`src/rtl/imm_gen_pipe.sv`:
```
// RISC-V immediate generator: decodes I/S/B/U/J immediates from a 32-bit instruction
// and presents them through a registered valid/ready stage with an optional skid buffer.
module imm_gen_pipe #(
    parameter int XLEN = 64,
    parameter bit SKID = 1'b1
) (
    input  logic            clk,
    input  logic            reset_n,
    input  logic            in_valid,
    output logic            in_ready,
    input  logic [31:0]     inst,
    output logic            out_valid,
    input  logic            out_ready,
    output logic [XLEN-1:0] imm_data,
    output logic [2:0]      imm_fmt,
    output logic            imm_illegal
);

    localparam bit RV64 = (XLEN == 64);

    localparam logic [6:0] OP_LOAD   = 7'b0000011;
    localparam logic [6:0] OP_IMM    = 7'b0010011;
    localparam logic [6:0] OP_JALR   = 7'b1100111;
    localparam logic [6:0] OP_SYSTEM = 7'b1110011;
    localparam logic [6:0] OP_IMM32  = 7'b0011011;
    localparam logic [6:0] OP_STORE  = 7'b0100011;
    localparam logic [6:0] OP_BRANCH = 7'b1100011;
    localparam logic [6:0] OP_LUI    = 7'b0110111;
    localparam logic [6:0] OP_AUIPC  = 7'b0010111;
    localparam logic [6:0] OP_JAL    = 7'b1101111;
    localparam logic [6:0] OP_OP     = 7'b0110011;
    localparam logic [6:0] OP_OP32   = 7'b0111011;

    typedef enum logic [2:0] {
        FMT_R   = 3'd0,
        FMT_I   = 3'd1,
        FMT_S   = 3'd2,
        FMT_B   = 3'd3,
        FMT_U   = 3'd4,
        FMT_J   = 3'd5,
        FMT_ILL = 3'd7
    } fmt_e;

    typedef struct packed {
        logic [XLEN-1:0] data;
        logic [2:0]      fmt;
        logic            ill;
    } entry_t;

    logic [6:0]  opcode;
    logic        isShift;
    logic [63:0] immI, immS, immB, immU, immJ;
    logic [63:0] dec64;
    fmt_e        decFmt;
    logic        decIll;
    entry_t      decoded;

    assign opcode  = inst[6:0];
    assign isShift = (inst[14:12] == 3'b001) || (inst[14:12] == 3'b101);

    // All formats are built at 64 bits and truncated, so XLEN=32 needs no special casing.
    assign immI = {{52{inst[31]}}, inst[31:20]};
    assign immS = {{52{inst[31]}}, inst[31:25], inst[11:7]};
    assign immB = {{52{inst[31]}}, inst[7], inst[30:25], inst[11:8], 1'b0};
    assign immU = {{32{inst[31]}}, inst[31:12], 12'b0};
    assign immJ = {{44{inst[31]}}, inst[19:12], inst[20], inst[30:21], 1'b0};

    always_comb begin
        dec64  = '0;
        decFmt = FMT_ILL;
        decIll = 1'b1;
        case (opcode)
            OP_LOAD, OP_JALR, OP_SYSTEM: begin
                dec64  = immI;
                decFmt = FMT_I;
                decIll = 1'b0;
            end
            OP_IMM: begin
                if (!isShift) begin
                    dec64  = immI;
                    decFmt = FMT_I;
                    decIll = 1'b0;
                end else if (RV64) begin
                    dec64  = {58'b0, inst[25:20]};
                    decFmt = FMT_I;
                    decIll = 1'b0;
                end else if (!inst[25]) begin
                    dec64  = {59'b0, inst[24:20]};
                    decFmt = FMT_I;
                    decIll = 1'b0;
                end
            end
            OP_IMM32: begin
                if (RV64) begin
                    dec64  = isShift ? {59'b0, inst[24:20]} : immI;
                    decFmt = FMT_I;
                    decIll = 1'b0;
                end
            end
            OP_STORE: begin
                dec64  = immS;
                decFmt = FMT_S;
                decIll = 1'b0;
            end
            OP_BRANCH: begin
                dec64  = immB;
                decFmt = FMT_B;
                decIll = 1'b0;
            end
            OP_LUI, OP_AUIPC: begin
                dec64  = immU;
                decFmt = FMT_U;
                decIll = 1'b0;
            end
            OP_JAL: begin
                dec64  = immJ;
                decFmt = FMT_J;
                decIll = 1'b0;
            end
            OP_OP: begin
                decFmt = FMT_R;
                decIll = 1'b0;
            end
            OP_OP32: begin
                if (RV64) begin
                    decFmt = FMT_R;
                    decIll = 1'b0;
                end
            end
            default: ;
        endcase
    end

    assign decoded = {dec64[XLEN-1:0], decFmt, decIll};

    logic   mainValid_q, mainValid_d;
    logic   skidValid_q, skidValid_d;
    entry_t main_q, main_d;
    entry_t skid_q, skid_d;
    logic   accept, drain;

    assign in_ready = SKID ? !skidValid_q : (!mainValid_q || out_ready);
    assign accept   = in_valid && in_ready;
    assign drain    = mainValid_q && out_ready;

    // The skid register only fills while the main register is stalled, and it
    // always empties into the main register first so ordering is preserved.
    always_comb begin
        mainValid_d = mainValid_q;
        skidValid_d = skidValid_q;
        main_d      = main_q;
        skid_d      = skid_q;
        if (SKID) begin
            if (!mainValid_q || drain) begin
                if (skidValid_q) begin
                    main_d      = skid_q;
                    mainValid_d = 1'b1;
                    skidValid_d = 1'b0;
                end else if (accept) begin
                    main_d      = decoded;
                    mainValid_d = 1'b1;
                end else begin
                    mainValid_d = 1'b0;
                end
            end else if (accept) begin
                skid_d      = decoded;
                skidValid_d = 1'b1;
            end
        end else begin
            skidValid_d = 1'b0;
            if (accept) begin
                main_d      = decoded;
                mainValid_d = 1'b1;
            end else if (drain) begin
                mainValid_d = 1'b0;
            end
        end
    end

    always_ff @(posedge clk or negedge reset_n) begin
        if (!reset_n) begin
            mainValid_q <= 1'b0;
            skidValid_q <= 1'b0;
            main_q      <= '0;
            skid_q      <= '0;
        end else begin
            mainValid_q <= mainValid_d;
            skidValid_q <= skidValid_d;
            main_q      <= main_d;
            skid_q      <= skid_d;
        end
    end

    assign out_valid   = mainValid_q;
    assign imm_data    = main_q.data;
    assign imm_fmt     = main_q.fmt;
    assign imm_illegal = main_q.ill;

endmodule

```
`config.mk`:
```
export PLATFORM = sky130hd
export DESIGN_NAME = imm_gen_pipe
export DESIGN_NICKNAME = d
export VERILOG_FILES = /design/src/rtl/imm_gen_pipe.sv
export SDC_FILE = /design/constraint.sdc
export NUM_CORES = 1
export LEC_CHECK = 0
export ABC_AREA = 1
export ABC_CLOCK_PERIOD_IN_PS = 2000
export BUFFER_PORTS_ARGS = -buffer_cell sky130_fd_sc_hd__buf_4
export CORE_UTILIZATION = 54
export CTS_CLUSTER_SIZE = 40
export DETAILED_ROUTE_END_ITERATION = 6
export PLACE_DENSITY = 0.81
export SYNTH_ARGS = -nofsm -noshare
export SYNTH_HDL_FRONTEND = slang
export SYNTH_SLANG_ARGS = --single-unit
```
`constraint.sdc`:
```
create_clock -name clk -period 2 [get_ports clk]
set_clock_uncertainty 0.1 [all_clocks]
set_input_delay 0.1 -clock clk [delete_from_list [all_inputs] [get_ports clk]]
set_output_delay 0.1 -clock clk [all_outputs]
set_load 0.01 [all_outputs]
```
==> impl_metrics.json <==
{
  "run_status": "finished clean",
  "synth_area_leaders": "dfrtp_1 43%, nand2_1 17%, nor2_1 7.4%",
  "dr_total_vias": 4067,
  "cts_root_buffer": "clkbuf_8",
  "clk_latency_ns": 0.36,
  "holdWs_ns": 0.00685,
  "timing.fmax_mhz": 542,
  "vdd_drop_max_uv": 453,
  "synth_cells": 605,
  "path_max_fanout": 49,
  "min_path_type": "in -> reg",
  "critPathLaunchType": "register",
  "die_x_um": 91.1,
  "synth_edf_count": 0,
  "fin_setup_tns_ns": 0,
  "port_buffers": 105,
  "ys_warn_count": 0,
  "fin_util_pct": 69.4,
  "synth_area_sq_um": 4290,
  "r2r_start": "skidValid_q",
  "cts_tree": "yes",
  "synthArstFlopShare_pct": 100,
  "cp-end-kind": "output port",
  "worst_slew_pin_slew_ns": 0.505,
  "fp.dieH_um": 91.1,
  "synth.distinct_cells": 24,
  "synth_top_area_share_pct": 43.2,
  "worst_ep_required_time_ns": 1.80,
  "start_util_pct": 55.8,
  "yosysTopAreaCell": "dfrtp_1",
  "path_class": "reg -> out",
  "rsz0062_at_grt": "false",
  "final_max_slew_viol_count": 0,
  "htree_levels": 3,
  "drt-vias-per-instance": 5.12,
  "crit_start": "skidValid_q",
  "finalCriticalPeriod_ns": 1.84,
  "cp.arrival_ns": 1.64,
  "ant_nets": 0,
  "worst_slack_ns": 0.156,
  "clock_path_buffers": 2,
  "layout.cells.non_filler": 794,
  "post-cts-setup-buffers": 0,
  "path_clk_slew_ns": 0.08,
  "synth_seq_cells": 74,
  "syn-num-nets": 641,
  "routed_wl_mm": 10.5,
  "die_area_sq_um": 8300,
  "fin_crit_sh_pct": 92.2,
  "gp_congestion": 0.833,
  "power_mw": 4.39,
  "io_pins": 106,
  "core_sq_um": 7690,
  "grt_pass1_vias": 3964,
  "synth_top_flop_cell": "dfrtp_1",
  "leakage_nw": 3.04,
  "final_hold_viol_count": 0,
  "synth.most_common_cell": "nand2_1",
  "rows": 32,
  "drc": 0,
  "grt_overflow": 0,
  "syn_area_per_cell_sq_um": 7.09,
  "grt_max_degree": 53,
  "relSlewSlack_pct": 66.3,
  "antenna_found_initial": 0,
  "setup_viol": 0,
  "clock-sinks": 74,
  "placed_area_sq_um": 4940,
  "drive_gt1_share_pct": 23.1,
  "seq_area_frac_synth_pct": 43.2,
  "worstHoldStart": "inst[21]",
  "fin_nets": 723,
  "hpwl_mm": 7.21,
  "dr.pass1.iters": 5,
  "place_inst": 763,
  "antennaDiodeCount": 0,
  "cts_made_buffers": 9,
  "drt-initial-drc-count": 254,
  "design_area_sq_um": 5330,
  "p_per_area_nw_per_um2": 823,
  "syn_to_final_growth_pct": 24.4,
  "grt_usage_pct": 26.9,
  "cap_violations": 0,
  "synth_common_cells": "198 x nand2_1, 85 x nor2_1, 74 x dfrtp_1",
  "place_ws_ns": 0.173,
  "grt_pass1_wl_mm": 17.8,
  "wire_per_inst_um": 13.2
}
-- state kept, by name, indices dropped and copies added, names as in the netlist --
register,cells
skidValid_q,1
imm_data,32
skid_q,36
imm_fmt,3
imm_illegal,1
out_valid,1
-- cell families (layout without fill, tap and decap cells) --
group / count (synthesis) / count (layout) / share of synthesized area, %
buf+inv: 112 / 199 / 13.7
flops: 74 / 74 / 43.2
simple gates: 346 / 346 / 33.7
compound gates: 73 / 73 / 9.46
-- critical path: stages, from the launching register on --
cell	delay (ns)
dfrtp_1	0.42
buf_4	0.22
inv_2	0.19
buf_12	0.26
buf_4	0.17
-- cell type report --
type	instances	area (sq um)
Multi-Input combinational cell	419	1850
Clock buffer	10	128
Fill cell	659	2350
Tap cell	102	128
Sequential cell	74	1850
Clock inverter	6	113
Timing Repair Buffer	131	1070
Inverter	52	195
-- power breakdown --
part	internal (mW)	switching, mW
logic	0.531	0.615
clock network	0.834	0.600
registers	1.70	0.112
-- layer usage --
layer / share of wire [%] / wire length [um] / track usage, %
met2: 50 / 5240 / 46.0
met3: 4.4 / 459 / 3.43
met1: 44 / 4590 / 34.3
met5: 0 / 0 / 0
met4: 2.1 / 216 / 11.4
-- path summary, 6_finish.rpt --
| kind | to | slack [ns] | cells past startpoint |
|---|---|---|---|
| max reg2reg | imm_data[29] | 0.39 | 7 |
| min reg2reg | skid_q[33] | 0.39 | 2 |
| min in group asynchronous | skid_q[11] | 0.16 | 2 |
| max in group asynchronous | skid_q[18] | 1.10 | 3 |
| min | skid_q[5] | 0.007 | 5 |
| max | in_ready | 0.16 | 4 |
-- placed cells by master, fill, tap and decap left out, types with 7 or more instances in the layout --
cell           Yosys  layout
a21oi_1           39      39
clkbuf_8           0       9
o21ai_0            8       8
a31oi_1           12      12
nand2_1          198     198
o21ai_1            7       7
nor2_1            85      85
buf_4             33     112
inv_1             46      46
dfrtp_1           74      74
dlygate4sd3_1      0      15
nand3_1           41      41
-- timing repair --
item / in CTS / in global routing
endpoints found under the hold margin: 58 / 0
resized for setup: 0 / 0
hold buffers: 15 / 0
Note: power is estimated with default switching activity, not from simulation.
